$ cat src/rtl/ifu_prefetch_queue.sv
// PDP-8 instruction prefetch queue: sequential fetch ahead of decode, flush on redirect.
// Define IFU_BYPASS_EN to forward a returning word straight to the head when the queue is empty.
module ifu_prefetch_queue #(
  parameter int ADDR_WIDTH = 12,
  parameter int DATA_WIDTH = 12,
  parameter int DEPTH      = 4
) (
  input  logic                         clk,
  input  logic                         reset_n,
  input  logic                         load_pc,
  input  logic [ADDR_WIDTH-1:0]        PC_value,
  input  logic                         stall,
  output logic                         ifu_rd_req,
  output logic [ADDR_WIDTH-1:0]        ifu_rd_addr,
  input  logic [DATA_WIDTH-1:0]        ifu_rd_data,
  output logic                         instr_valid,
  output logic [DATA_WIDTH-1:0]        instr_data,
  output logic [ADDR_WIDTH-1:0]        instr_addr,
  output logic [$clog2(DEPTH+1)-1:0]   q_count
);

  localparam int PW = $clog2(DEPTH);
  localparam int CW = $clog2(DEPTH+1);
  localparam logic [CW:0] DEPTH_C = (CW+1)'(DEPTH);

  typedef enum logic {IDLE, FETCH} state_t;

  state_t                  state_reg, state_next;
  logic [ADDR_WIDTH-1:0]   fp_reg, fp_next;
  logic [ADDR_WIDTH-1:0]   addr_reg, addr_next;
  logic [ADDR_WIDTH-1:0]   pend_addr_reg;
  logic                    req_reg, req_next;
  logic                    pend_reg, pend_next;
  logic [CW-1:0]           count_reg, count_next;
  logic [PW-1:0]           rd_ptr_reg, rd_ptr_next;
  logic [PW-1:0]           wr_ptr_reg, wr_ptr_next;
  logic [CW:0]             occupancy;
  logic                    q_write, q_pop, bypass;
  logic [DEPTH-1:0]        entry_we;

  logic [DATA_WIDTH-1:0]   q_data [DEPTH];
  logic [ADDR_WIDTH-1:0]   q_addr [DEPTH];

  always_comb begin
    state_next  = state_reg;
    fp_next     = fp_reg;
    addr_next   = addr_reg;
    req_next    = 1'b0;
    rd_ptr_next = rd_ptr_reg;
    wr_ptr_next = wr_ptr_reg;
    count_next  = count_reg;
    bypass      = 1'b0;
    // A redirect kills whatever response lands in the next cycle.
    pend_next   = req_reg && !load_pc;
`ifdef IFU_BYPASS_EN
    bypass      = pend_reg && (count_reg == '0) && !stall && !load_pc;
`endif
    q_pop   = (count_reg != '0) && !stall && !load_pc;
    q_write = pend_reg && !load_pc && !bypass;

    if (load_pc) begin
      count_next  = '0;
      rd_ptr_next = '0;
      wr_ptr_next = '0;
    end else begin
      if (q_write) wr_ptr_next = wr_ptr_reg + PW'(1);
      if (q_pop)   rd_ptr_next = rd_ptr_reg + PW'(1);
      case ({q_write, q_pop})
        2'b10:   count_next = count_reg + CW'(1);
        2'b01:   count_next = count_reg - CW'(1);
        default: count_next = count_reg;
      endcase
    end

    // Entries held plus data still in flight; a new request must fit behind both.
    occupancy = {1'b0, count_next} + (CW+1)'(pend_next);

    case (state_reg)
      IDLE:    if (load_pc) state_next = FETCH;
      FETCH:   state_next = FETCH;
      default: state_next = IDLE;
    endcase

    if (load_pc) begin
      req_next  = 1'b1;
      addr_next = PC_value;
      fp_next   = PC_value + ADDR_WIDTH'(1);
    end else if (state_reg == FETCH && occupancy < DEPTH_C) begin
      req_next  = 1'b1;
      addr_next = fp_reg;
      fp_next   = fp_reg + ADDR_WIDTH'(1);
    end
  end

  always_ff @(posedge clk or negedge reset_n) begin
    if (!reset_n) begin
      state_reg     <= IDLE;
      fp_reg        <= '0;
      addr_reg      <= '0;
      req_reg       <= 1'b0;
      pend_reg      <= 1'b0;
      pend_addr_reg <= '0;
      count_reg     <= '0;
      rd_ptr_reg    <= '0;
      wr_ptr_reg    <= '0;
    end else begin
      state_reg     <= state_next;
      fp_reg        <= fp_next;
      addr_reg      <= addr_next;
      req_reg       <= req_next;
      pend_reg      <= pend_next;
      pend_addr_reg <= addr_reg;
      count_reg     <= count_next;
      rd_ptr_reg    <= rd_ptr_next;
      wr_ptr_reg    <= wr_ptr_next;
    end
  end

  genvar gi;
  generate
    for (gi = 0; gi < DEPTH; gi++) begin : g_entry_we
      assign entry_we[gi] = q_write && (wr_ptr_reg == PW'(gi));
    end
  endgenerate

  always_ff @(posedge clk or negedge reset_n) begin
    if (!reset_n) begin
      for (int i = 0; i < DEPTH; i++) begin
        q_data[i] <= '0;
        q_addr[i] <= '0;
      end
    end else begin
      for (int i = 0; i < DEPTH; i++) begin
        if (entry_we[i]) begin
          q_data[i] <= ifu_rd_data;
          q_addr[i] <= pend_addr_reg;
        end
      end
    end
  end

  // Head outputs read zero whenever nothing valid is presented.
  always_comb begin
    instr_valid = (count_reg != '0);
    instr_data  = instr_valid ? q_data[rd_ptr_reg] : '0;
    instr_addr  = instr_valid ? q_addr[rd_ptr_reg] : '0;
`ifdef IFU_BYPASS_EN
    if (pend_reg && (count_reg == '0)) begin
      instr_valid = 1'b1;
      instr_data  = ifu_rd_data;
      instr_addr  = pend_addr_reg;
    end
`endif
  end

  assign ifu_rd_req  = req_reg;
  assign ifu_rd_addr = addr_reg;
  assign q_count     = count_reg;

endmodule

$ cat config.mk
export PLATFORM = sky130hd
export DESIGN_NAME = ifu_prefetch_queue
export DESIGN_NICKNAME = d
export VERILOG_FILES = /design/src/rtl/ifu_prefetch_queue.sv
export SDC_FILE = /design/constraint.sdc
export NUM_CORES = 1
export LEC_CHECK = 0
export ABC_CLOCK_PERIOD_IN_PS = 6900
export CAP_MARGIN = 20
export CELL_PAD_IN_SITES_DETAIL_PLACEMENT = 0
export CELL_PAD_IN_SITES_GLOBAL_PLACEMENT = 2
export CORE_ASPECT_RATIO = 0.8
export CORE_MARGIN = 4
export CORE_UTILIZATION = 43
export DETAILED_ROUTE_END_ITERATION = 16
export PLACE_DENSITY = 0.88
export SETUP_SLACK_MARGIN = 0.3
export SKIP_CTS_REPAIR_TIMING = 1
export SYNTH_ARGS = -nofsm -noshare
export SYNTH_HDL_FRONTEND = slang
export SYNTH_SLANG_ARGS = --single-unit
export TNS_END_PERCENT = 100
$ cat constraint.sdc
create_clock -name clk -period 6.9 [get_ports clk]
set_clock_uncertainty 0.15 [all_clocks]
set_input_delay 1.38 -clock clk [delete_from_list [all_inputs] [get_ports clk]]
set_output_delay 1.38 -clock clk [all_outputs]
set_load 0.02 [all_outputs]
==> results of run 1 <==
layout by cell type, fill, tap and decap left out, drive strengths merged, types with 4 or more instances in the layout:
cell             n
clkdlybuf4s50   67
or2              5
nand3            8
clkinvlp         4
dfrtp          142
mux4            24
xnor2            4
mux2           101
nor2b           28
ha               6
xor2             6
clkbuf          21
nor2            11
a21oi           10
inv             12
nand2           31
nand4            9
o21ai           12
mux2i            9
buf              9
synth_stat cells, types with 4 or more instances:
master | instances | area (um^2)
sky130_fd_sc_hd__xor2_1 | 6 | 52.6
sky130_fd_sc_hd__clkbuf_1 | 8 | 30.0
sky130_fd_sc_hd__or2_2 | 4 | 25.0
sky130_fd_sc_hd__mux2_2 | 101 | 1140
sky130_fd_sc_hd__xnor2_1 | 4 | 35.0
sky130_fd_sc_hd__buf_2 | 15 | 75.1
sky130_fd_sc_hd__o21ai_0 | 10 | 50.1
sky130_fd_sc_hd__nand3_1 | 8 | 40.0
sky130_fd_sc_hd__nor2b_1 | 28 | 175
sky130_fd_sc_hd__inv_1 | 6 | 22.5
sky130_fd_sc_hd__ha_1 | 6 | 75.1
sky130_fd_sc_hd__nor2_1 | 11 | 41.3
sky130_fd_sc_hd__nand4_1 | 7 | 43.8
sky130_fd_sc_hd__a21oi_1 | 10 | 50.1
sky130_fd_sc_hd__mux4_2 | 24 | 541
sky130_fd_sc_hd__mux2i_1 | 9 | 90.1
sky130_fd_sc_hd__dfrtp_1 | 142 | 3550
sky130_fd_sc_hd__nand2_1 | 31 | 116
power breakdown:
group	total, W	switching [W]	leakage (nW)	internal (W)
Sequential	0.00132	0.000195	1.75	0.00112
Clock	0.000884	0.000356	0.273	0.000528
Combinational	0.000814	0.000324	1.39	0.000491
Total	0.00302	0.000875	3.41	0.00214
path summary, 6_finish.rpt:
check	end	slack [ns]	cells after the start
setup reg to reg	ifu_rd_addr[1]	3.34	10
max in group asynchronous	wr_ptr_reg[1]	4.51	2
setup / recovery	ifu_rd_addr[1]	2.39	11
min in group asynchronous	q_data[2]	0.87	1
hold reg to reg	pend_addr_reg[4]	0.26	0
hold / removal	pend_addr_reg[4]	0.26	0
final cells by class:
type,instances,area (um^2)
timing repair buffer,76,742
sequential,142,3550
multi-input combinational,311,2910
fill,1246,6990
inverter,8,30.0
clock inverter,11,105
tap,210,263
clock buffer,21,470
logic make-up (layout without fill, tap and decap cells):
group	after synthesis	in the layout	share of synthesized area, %
DFF	142	142	53.6
muxes	134	134	26.7
and+or+nand+nor	115	115	9.68
AOI/OAI and AO/OA	45	45	4.77
buffers and inverters	35	116	2.55
xor gates and xnor gates	10	10	1.32
adders and majority gates	7	7	1.43
per-stage QoR:
stage / total power (W) / cell area, um^2 / setup WS, ns / util (%)
floorplan: 0.00185 / 6630 / 2.69 / -
global placement: 0.00211 / 7500 / 2.00 / 49.8
detailed placement: 0.00216 / 7500 / 1.96 / 49.8
CTS: 0.00305 / 8080 / 2.39 / 53.6
global route: 0.00318 / 8080 / 2.10 / 53.6
finish: 0.00302 / 8080 / 2.39 / 53.6
worst max-delay path, stage by stage:
cell and delay (ns):
sky130_fd_sc_hd__clkdlybuf4s50_1 0.45, sky130_fd_sc_hd__buf_4 0.42, sky130_fd_sc_hd__nor2b_1 0.18, sky130_fd_sc_hd__inv_1 0.09, sky130_fd_sc_hd__ha_1 0.19, sky130_fd_sc_hd__fa_1 0.45, sky130_fd_sc_hd__nor3b_1 0.16, sky130_fd_sc_hd__o21ai_2 0.19
sky130_fd_sc_hd__nand4_4 0.43, sky130_fd_sc_hd__inv_2 0.33, sky130_fd_sc_hd__mux2_2 0.36
per-layer routing:
layer	vias up	track usage (%)	part of all wire, %
li1	1913	-	-
met1	2122	24.3	47
met2	58	27.1	49
met3	9	4.68	3.6
met4	0	4.23	0.82
met5	-	0	0
==> impl_table.tex, run 1 <==
\begin{tabular}{lr}
\hline
Metric & Value \\
\hline
\multicolumn{2}{l}{\textbf{Yosys}} \\
Dominant register cell in the synthesized netlist & sky130\_fd\_sc\_hd\_\_dfrtp\_1 \\
Synthesized cell area & 6630 um\^{}2 \\
Proportion of synthesized chip area in sequential cells & 53.6\% \\
Distinct cell type count after synthesis & 55 \\
Average size of a mapped cell & 13.6 um\^{}2 \\
Async S/R FF share, synth & 100\% \\
Count of warnings emitted by yosys & 0 \\
Synthesized instance count & 488 \\
Post-Synthesis Net Count & 523 \\
\#FFs+latches synth & 142 \\
Number of synthesized flops with an enable pin & 0 \\
\multicolumn{2}{l}{\textbf{Clock tree}} \\
Number of buffers inserted during clock tree synthesis & 17 \\
Clock tree from TritonCTS & done \\
CTS Root Cell & sky130\_fd\_sc\_hd\_\_clkbuf\_16 \\
Buffer depth of the longest clock path & 2 \\
Clock latency on the worst-skew pair & 0.42 ns \\
Number of H-tree branching levels & 4 \\
Clock sink total & 142 \\
Clock transition at path regs & 0.06 ns \\
\multicolumn{2}{l}{\textbf{Floorplan}} \\
Total core area & 15100 um\^{}2 \\
Initial standard-cell utilization of the core & 44.0\% \\
Site Rows & 40 \\
Area of the die & 17500 um\^{}2 \\
Die height & 119 um \\
Die boundary width & 147 um \\
Number of I/O pins & 69 \\
\multicolumn{2}{l}{\textbf{Critical path}} \\
Beginning of the worst register-to-register path & q\_count[0] \\
Crit path DAT & 4.66 ns \\
Start-to-end type of the worst setup path & in2reg \\
Largest driver fanout on the critical path & 50 \\
Start point of the critical path & load\_pc \\
Required time at the endpoint of the critical path & 7.05 ns \\
Category of the worst setup path capture point & register \\
Kind of launch point of the worst setup path & input pin \\
\multicolumn{2}{l}{\textbf{Cells and area}} \\
Fraction of layout instances using a drive strength above 1 & 31.8\% \\
Post-route non-filler standard cell count & 779 \\
Leading registers by flop count & q\_addr: 48 flops, q\_data: 48 flops \\
Area grow syn2layout & 21.8\% \\
Count of nets after finishing & 591 \\
Diode insertion count for antenna repair & 0 \\
\multicolumn{2}{l}{\textbf{STA}} \\
Slew at the pin closest to its max-slew limit & 0.916 ns \\
Highest attainable clock frequency & 222 MHz \\
Setup-violating endpoint count in the final report & 0 \\
Max Transition Viols Final & 0 \\
Final clock period utilization by the worst path & 65.4\% \\
Tightest hold margin & 0.259 ns \\
Slew HR & 39.0\% \\
Setup Total Neg Slack & 0 ns \\
Final Critical Period & 4.51 ns \\
Setup repair after global routing missed its margin & false \\
Count of final hold-check violations & 0 \\
\multicolumn{2}{l}{\textbf{Route}} \\
Number of remaining DRC errors & 0 \\
Remaining antenna violation count after routing & 0 \\
Via/cell ratio & 5.27 \\
Total vias in the final route & 4102 \\
Detailed-route wire length per cell & 18.1 um \\
Number of detailed-routing iterations run before antenna repair & 4 \\
Initial drt markers & 260 \\
Final WL & 14.1 mm \\
\multicolumn{2}{l}{\textbf{Power}} \\
Max rail drop VDD & 0.196 mV \\
Leak pwr & 3.41 nW \\
Power per standard cell area & 373 nW/um\^{}2 \\
\multicolumn{2}{l}{\textbf{Global routing}} \\
Global routing usage summed across all routing layers & 17.3\% \\
Remaining global-route overflow & 0 \\
Initial antenna violation count & 0 \\
Pin count of the biggest net entering global routing & 92 \\
Via count of the first global-routing pass & 4484 \\
Wire length of the first global-routing pass & 23.9 mm \\
\multicolumn{2}{l}{\textbf{Worst hold path}} \\
Worst min-delay path startpoint & ifu\_rd\_addr[4] \\
Worst Hold Class & reg2reg \\
\multicolumn{2}{l}{\textbf{Placed design}} \\
Buffers on Ports & 68 \\
Post-DP HPWL & 9.11 mm \\
Cell count after placement & 747 \\
Gp weighted congestion & 0.780 \\
\multicolumn{2}{l}{\textbf{Job}} \\
Maximum Capacitance Violations & 0 \\
\multicolumn{2}{l}{\textbf{Status}} \\
Status & completed \\
\hline
\end{tabular}
No activity file was read; power rests on OpenSTA's default activity.
==> run 2, diff against run 1 <==
--- a/config.mk
+++ b/config.mk
@@ -5,15 +5,15 @@
 export SDC_FILE = /design/constraint.sdc
 export NUM_CORES = 1
 export LEC_CHECK = 0
-export ABC_CLOCK_PERIOD_IN_PS = 6900
+export ABC_CLOCK_PERIOD_IN_PS = 4500
 export CAP_MARGIN = 20
 export CELL_PAD_IN_SITES_DETAIL_PLACEMENT = 0
 export CELL_PAD_IN_SITES_GLOBAL_PLACEMENT = 2
 export CORE_ASPECT_RATIO = 0.8
 export CORE_MARGIN = 4
-export CORE_UTILIZATION = 43
+export CORE_UTILIZATION = 40
 export DETAILED_ROUTE_END_ITERATION = 16
-export PLACE_DENSITY = 0.88
+export PLACE_DENSITY = 0.83
 export SETUP_SLACK_MARGIN = 0.3
 export SKIP_CTS_REPAIR_TIMING = 1
 export SYNTH_ARGS = -nofsm -noshare
==> constraint.sdc (replaced) <==
create_clock -name clk -period 4.5 [get_ports clk]
set_clock_uncertainty 0.15 [all_clocks]
set_input_delay 0.9 -clock clk [delete_from_list [all_inputs] [get_ports clk]]
set_output_delay 0.9 -clock clk [all_outputs]
set_load 0.02 [all_outputs]
==> run 2 against run 1 <==
Worst setup slack worse by 1.6 ns. Final cell count up 1.0%. Utilization is 2.6 points lower. Largest power group unchanged. Clock-buffer cell count is 4 lower. Largest cell class unchanged. Sequential share of layout area decreased by 0.45 points. Critical path type is now reg2out.
==> impl_table.tex, run 2 (synthesis gave the netlist of run 1 again) <==
\begin{tabular}{lr}
\hline
Metric & Value \\
\hline
\multicolumn{2}{l}{\textbf{Route}} \\
Number of remaining DRC errors & 0 (unchanged) \\
Detailed-route wire length per cell & 18.6 um (+2.8\%) \\
Final WL & 14.7 mm (+3.8\%) \\
Via/cell ratio & 5.32 (+1.1\%) \\
Total vias in the final route & 4190 (+2.1\%) \\
Number of detailed-routing iterations run before antenna repair & 4 (unchanged) \\
Initial drt markers & 187 (-28\%) \\
Remaining antenna violation count after routing & 0 (unchanged) \\
\multicolumn{2}{l}{\textbf{STA}} \\
Highest attainable clock frequency & 271 MHz \\
Count of final hold-check violations & 0 (unchanged) \\
Final Critical Period & 3.69 ns \\
Slew HR & 43.9\% (+4.9 points) \\
Setup repair after global routing missed its margin & false \\
Setup Total Neg Slack & 0 ns (unchanged) \\
Slew at the pin closest to its max-slew limit & 0.842 ns (-0.0737 ns) \\
Max Transition Viols Final & 0 (unchanged) \\
Setup-violating endpoint count in the final report & 0 (unchanged) \\
Final clock period utilization by the worst path & 82.1\% \\
\multicolumn{2}{l}{\textbf{Placed design}} \\
Cell area after placement & 7530 um\^{}2 (+0.38\%) \\
Post-DP HPWL & 9.52 mm (+4.5\%) \\
Gp weighted congestion & 0.789 (+1.2\%) \\
Buffers on Ports & 68 (unchanged) \\
\multicolumn{2}{l}{\textbf{Critical path}} \\
Number of cells on the critical path & 4 (-7) \\
Delay of the slowest cell on the worst path & 0.56 ns (+0.11 ns) \\
Category of the worst setup path capture point & output port \\
Start-to-end type of the worst setup path & reg2out \\
Critical-path cell list & buf\_4, mux4\_2, nor2b\_1, clkdlybuf4s50\_1 \\
Count of buffering cells on the critical path with inverters included & 2 (-2) \\
Depth of the worst register-to-register path & 10 (unchanged) \\
Slowest stage cell on the critical path & sky130\_fd\_sc\_hd\_\_mux4\_2 \\
Crit path DAT & 2.64 ns (-2.02 ns) \\
Largest driver fanout on the critical path & 20 (-60\%) \\
Top delay family on crit path & buffers and inverters \\
Kind of launch point of the worst setup path & register \\
Required time at the endpoint of the critical path & 3.45 ns (-3.60 ns) \\
\multicolumn{2}{l}{\textbf{Clock tree}} \\
CTS Root Cell & sky130\_fd\_sc\_hd\_\_clkbuf\_16 \\
Number of H-tree branching levels & 4 (unchanged) \\
Clock transition at path regs & 0.06 ns (about the same) \\
Clock tree from TritonCTS & done \\
Clock latency on the worst-skew pair & 0.42 ns (about the same) \\
Clock sink total & 142 (unchanged) \\
Buffer depth of the longest clock path & 2 (unchanged) \\
Number of buffers inserted during clock tree synthesis & 17 (unchanged) \\
\multicolumn{2}{l}{\textbf{Status}} \\
Status & completed \\
\multicolumn{2}{l}{\textbf{Global routing}} \\
Global routing usage summed across all routing layers & 16.4\% (-0.92 points) \\
Pin count of the biggest net entering global routing & 94 (+2.2\%) \\
Remaining global-route overflow & 0 (unchanged) \\
Via count of the first global-routing pass & 4444 (-0.89\%) \\
Wire length of the first global-routing pass & 23.8 mm (-0.46\%) \\
Initial antenna violation count & 0 (unchanged) \\
\multicolumn{2}{l}{\textbf{Cells and area}} \\
Most frequent cells in the layout & sky130\_fd\_sc\_hd\_\_dfrtp\_1, sky130\_fd\_sc\_hd\_\_mux2\_2, sky130\_fd\_sc\_hd\_\_clkdlybuf4s50\_1 \\
Leading registers by flop count & q\_addr: 48 flops, q\_data: 48 flops \\
Cell area after layout & 8160 um\^{}2 (+1.0\%) \\
Area grow syn2layout & 23.1\% \\
Fraction of layout instances using a drive strength above 1 & 32.3\% (+0.53 points) \\
End-of-flow core utilization & 51.0\% (-2.6 points) \\
Diode insertion count for antenna repair & 0 (unchanged) \\
Count of filler cells inserted in the layout & 1389 (+11\%) \\
Leading cell type in the layout, fill and taps excluded & sky130\_fd\_sc\_hd\_\_dfrtp\_1 \\
Count of nets after finishing & 594 (+0.51\%) \\
\multicolumn{2}{l}{\textbf{Power}} \\
Max rail drop VDD & 0.313 mV (+59\%) \\
Power per standard cell area & 585 nW/um\^{}2 (+57\%) \\
Leak pwr & 3.47 nW (+1.6\%) \\
\multicolumn{2}{l}{\textbf{Job}} \\
Maximum Capacitance Violations & 0 (unchanged) \\
\multicolumn{2}{l}{\textbf{Floorplan}} \\
Initial standard-cell utilization of the core & 41.4\% (-2.6 points) \\
Total core area & 16000 um\^{}2 (+6.2\%) \\
Site Rows & 41 (+2.5\%) \\
Number of I/O pins & 69 (unchanged) \\
Die height & 123 um (+3.4\%) \\
Die boundary width & 152 um (+3.5\%) \\
Area of the die & 18700 um\^{}2 (+7.0\%) \\
\multicolumn{2}{l}{\textbf{Worst hold path}} \\
Worst Hold Class & reg2reg \\
Hold path cells & 0 (unchanged) \\
\hline
\end{tabular}
-- run 2: cell count changes in the layout (fill, tap and decap cells not counted), sizes merged --
cell	change
buf	+3
bufinv	+3
clkbuf	-4
clkinv	+2
clkinvlp	-4
inv	+3
-- run 2: worst paths after layout --
check / from / endpoint / slack [ns]
setup / recovery: rd_ptr_reg[0] / instr_data[7] / 0.81
hold / removal: ifu_rd_addr[5] / pend_addr_reg[5] / 0.26
setup reg to reg: q_count[0] / fp_reg[8] / 1.08
hold reg to reg: ifu_rd_addr[5] / pend_addr_reg[5] / 0.26
max in group asynchronous: reset_n / rd_ptr_reg[0] / 2.84
min in group asynchronous: reset_n / q_data[38] / 0.40
-- run 2: cell type report --
type                       instances  area (um^2)  area share, %
clock inverter                    15          205           2.51
timing repair buffer              79          764           9.37
inverter                           8         30.0          0.368
multi-input combinational        311         2910           35.7
clock buffer                      17          425           5.21
sequential                       142         3550           43.5
tap                              215          269           3.30
-- run 2: routing by layer --
metal	up-vias	GRT usage (%)	part of all wire, %	routed length [um]
li1	1925	-	-	-
met1	2184	22.0	46	6800
met2	61	26.9	49	7200
met3	20	3.39	3.0	434
met4	0	6.01	1.6	240
met5	-	0	0	0
-- run 2: through the flow --
stage          hold slack (ns)  worst slack [ns]  total power (W)  std cells
2_1_floorplan            0.324             0.768          0.00283        488
3_3_place_gp             0.256             0.587          0.00325        755
3_5_place_dp             0.256             0.531          0.00332        755
4_1_cts                  0.267             0.735          0.00484        787
5_1_grt                  0.278             0.660          0.00503        787
6_report                 0.260             0.807          0.00477        787
-- run 2: report_power, final --
group | leakage (nW) | total (W) | internal (W) | switching [W]
logic | 1.41 | 0.00128 | 0.000756 | 0.000520
clock network | 0.314 | 0.00150 | 0.000938 | 0.000560
registers | 1.75 | 0.00200 | 0.00172 | 0.000274
total | 3.47 | 0.00477 | 0.00342 | 0.00135
==> run 3, diff against run 2 <==
--- a/config.mk
+++ b/config.mk
@@ -5,7 +5,7 @@
 export SDC_FILE = /design/constraint.sdc
 export NUM_CORES = 1
 export LEC_CHECK = 0
-export ABC_CLOCK_PERIOD_IN_PS = 4500
+export ABC_CLOCK_PERIOD_IN_PS = 3800
 export CAP_MARGIN = 20
 export CELL_PAD_IN_SITES_DETAIL_PLACEMENT = 0
 export CELL_PAD_IN_SITES_GLOBAL_PLACEMENT = 2
==> constraint.sdc (replaced) <==
create_clock -name clk -period 3.8 [get_ports clk]
set_clock_uncertainty 0.15 [all_clocks]
set_input_delay 0.76 -clock clk [delete_from_list [all_inputs] [get_ports clk]]
set_output_delay 0.76 -clock clk [all_outputs]
set_load 0.02 [all_outputs]
==> run 3 against run 2 <==
Routed wire length decreased by 2.5%. Via count decreased by 1.1%. Final cell count increased by 0.89%. Worst hold slack got worse by 0.0026 ns. Critical path depth unchanged. Utilization increased by 0.24 points. Global-route usage decreased by 0.23 points. Highest routed layer unchanged. Largest power group unchanged.
==> impl_table.tex, run 3 (synthesis gave the netlist of run 1 again) <==
\begin{tabular}{lr}
\hline
Metric & Value \\
\hline
\multicolumn{2}{l}{\textbf{STA}} \\
Max Transition Viols Final & 0 (unchanged) \\
Final setup slack of the worst path & 0.428 ns (-0.379 ns) \\
Highest attainable clock frequency & 297 MHz \\
Slew at the pin closest to its max-slew limit & 0.517 ns (-0.325 ns) \\
Slew HR & 65.6\% (+22 points) \\
Setup Total Neg Slack & 0 ns (unchanged) \\
Final clock period utilization by the worst path & 88.7\% \\
Setup-violating endpoint count in the final report & 0 (unchanged) \\
Setup repair after global routing missed its margin & false \\
Final Critical Period & 3.37 ns \\
Count of final hold-check violations & 0 (unchanged) \\
\multicolumn{2}{l}{\textbf{Global routing}} \\
Met1 layer usage reported by global route & 21.0\% (-0.95 points) \\
Via count of the first global-routing pass & 4520 (+1.7\%) \\
Remaining global-route overflow & 0 (unchanged) \\
Met2 usage & 26.8\% (-0.083 points) \\
Pin count of the biggest net entering global routing & 115 (+22\%) \\
Top Usage Layer GRT & met2 \\
Global routing usage summed across all routing layers & 16.2\% (-0.23 points) \\
Wire length of the first global-routing pass & 23.6 mm (-1.0\%) \\
GR met3 Demand/Resource & 4.34\% (+0.94 points) \\
Initial antenna violation count & 0 (unchanged) \\
\multicolumn{2}{l}{\textbf{Clock tree}} \\
Clock tree from TritonCTS & done \\
Number of H-tree branching levels & 4 (unchanged) \\
Clock latency on the worst-skew pair & 0.42 ns (about the same) \\
Buffer depth of the longest clock path & 2 (unchanged) \\
Clock transition at path regs & 0.06 ns (about the same) \\
Number of buffers inserted during clock tree synthesis & 17 (unchanged) \\
CTS Root Cell & sky130\_fd\_sc\_hd\_\_clkbuf\_16 \\
Clock sink total & 142 (unchanged) \\
\multicolumn{2}{l}{\textbf{Route}} \\
Via/cell ratio & 5.22 (-2.0\%) \\
Remaining antenna violation count after routing & 0 (unchanged) \\
Final WL & 14.3 mm (-2.5\%) \\
Detailed-route wire length per cell & 18.0 um (-3.3\%) \\
Number of remaining DRC errors & 0 (unchanged) \\
Total vias in the final route & 4142 (-1.1\%) \\
Initial drt markers & 141 (-25\%) \\
Number of detailed-routing iterations run before antenna repair & 4 (unchanged) \\
\multicolumn{2}{l}{\textbf{Placed design}} \\
Cell count after placement & 760 (+0.66\%) \\
Post-DP HPWL & 9.52 mm (about the same) \\
Buffers on Ports & 68 (unchanged) \\
Gp weighted congestion & 0.767 (-2.8\%) \\
DP Worst Slack & 0.170 ns (-0.361 ns) \\
\multicolumn{2}{l}{\textbf{Cells and area}} \\
Fraction of layout instances using a drive strength above 1 & 33.2\% (+0.82 points) \\
Count of filler cells inserted in the layout & 1403 (+1.0\%) \\
Post-route non-filler standard cell count & 794 (+0.89\%) \\
Diode insertion count for antenna repair & 0 (unchanged) \\
Most frequent cells in the layout & sky130\_fd\_sc\_hd\_\_dfrtp\_1, sky130\_fd\_sc\_hd\_\_mux2\_2, sky130\_fd\_sc\_hd\_\_clkdlybuf4s50\_1 \\
Leading cell type in the layout, fill and taps excluded & sky130\_fd\_sc\_hd\_\_dfrtp\_1 \\
Leading registers by flop count & q\_addr: 48 flops, q\_data: 48 flops \\
Count of nets after finishing & 601 (+1.2\%) \\
Area grow syn2layout & 23.7\% \\
\multicolumn{2}{l}{\textbf{Job}} \\
Maximum Capacitance Violations & 0 (unchanged) \\
\multicolumn{2}{l}{\textbf{Worst hold path}} \\
Hold path cells & 0 (unchanged) \\
WHS Endpoint & pend\_addr\_reg[1] \\
Worst Hold Class & reg2reg \\
Worst min-delay path startpoint & ifu\_rd\_addr[1] \\
\multicolumn{2}{l}{\textbf{Critical path}} \\
Largest driver fanout on the critical path & 12 (-40\%) \\
Depth of the worst register-to-register path & 10 (unchanged) \\
Start-to-end type of the worst setup path & reg2out \\
Internal reg-to-reg setup slack & 0.88 ns (-0.20 ns) \\
Crit path DAT & 2.46 ns (-0.18 ns) \\
Required time at the endpoint of the critical path & 2.89 ns (-0.56 ns) \\
Beginning of the worst register-to-register path & q\_count[0] \\
Kind of launch point of the worst setup path & register \\
Endpoint of the worst register-to-register path & ifu\_rd\_addr[11] \\
Category of the worst setup path capture point & output port \\
\multicolumn{2}{l}{\textbf{Floorplan}} \\
Total core area & 16000 um\^{}2 (unchanged) \\
Die boundary width & 152 um (unchanged) \\
Initial standard-cell utilization of the core & 41.4\% (unchanged) \\
Site Rows & 41 (unchanged) \\
Area of the die & 18700 um\^{}2 (unchanged) \\
Die height & 123 um (unchanged) \\
Number of I/O pins & 69 (unchanged) \\
\multicolumn{2}{l}{\textbf{Power}} \\
Max rail drop VDD & 0.378 mV (+21\%) \\
Leak pwr & 3.49 nW (+0.45\%) \\
Power per standard cell area & 666 nW/um\^{}2 (+14\%) \\
\multicolumn{2}{l}{\textbf{Status}} \\
Status & completed \\
\hline
\end{tabular}
==> run 3: cell count changes in the layout (fill, tap and decap cells not counted), sizes merged <==
cell and delta:
dlygate4sd3 +1, clkinv +7, bufinv -3, clkbuf +2, buf +6, inv -6
==> run 3: area by class of cell <==
| class | count | area (um^2) | share of cell area, % |
|---|---|---|---|
| clock buffer | 19 | 443 | 5.40 |
| tap | 215 | 269 | 3.28 |
| sequential | 142 | 3560 | 43.4 |
| clock inverter | 13 | 116 | 1.42 |
| timing repair buffer | 86 | 865 | 10.5 |
| inverter | 8 | 30.0 | 0.366 |
| multi-input combinational | 311 | 2920 | 35.6 |
==> run 3: power breakdown <==
part | internal (W) | switching, W
sequential | 0.00204 | 0.000342
combinational | 0.000916 | 0.000608
clock | 0.000918 | 0.000636
total | 0.00388 | 0.00159
==> run 3: per-layer routing <==
layer | vias up | share of wire, % | wire length (um)
met2 | 71 | 49 | 6970
met4 | 0 | 0.98 | 140
li1 | 1930 | - | -
met5 | - | 0 | 0
met3 | 13 | 4.2 | 601
met1 | 2128 | 46 | 6600
==> run 3: how the worst max path moves through the flow <==
stage                  start         endpoint  slack [ns]  depth (start not counted)
6_report       rd_ptr_reg[0]   instr_addr[11]        0.43                          4
5_1_grt        rd_ptr_reg[0]   instr_addr[11]        0.30                          4
4_1_cts        rd_ptr_reg[0]   instr_addr[11]        0.27                          4
3_5_place_dp         load_pc  ifu_rd_addr[11]        0.17                         11
3_3_place_gp         load_pc   ifu_rd_addr[9]        0.24                         11
2_1_floorplan        load_pc        fp_reg[8]        0.30                         12
==> run 3: per-stage QoR <==
stage	area (um^2)	total power, W	hold slack [ns]	utilization [%]
5_1_grt	8200	0.00578	0.281	51.2
6_report	8200	0.00546	0.257	51.2
3_5_place_dp	7600	0.00396	0.245	47.5
4_1_cts	8160	0.00552	0.260	51.0
2_1_floorplan	6640	0.00336	0.314	-
3_3_place_gp	7600	0.00387	0.252	47.5
==> run 3: worst max-delay path: stages, from the launching register on <==
cell and delay [ns]:
sky130_fd_sc_hd__dfrtp_4 0.59, sky130_fd_sc_hd__buf_4 0.23, sky130_fd_sc_hd__mux4_2 0.51, sky130_fd_sc_hd__nor2b_1 0.16
sky130_fd_sc_hd__clkdlybuf4s50_1 0.55
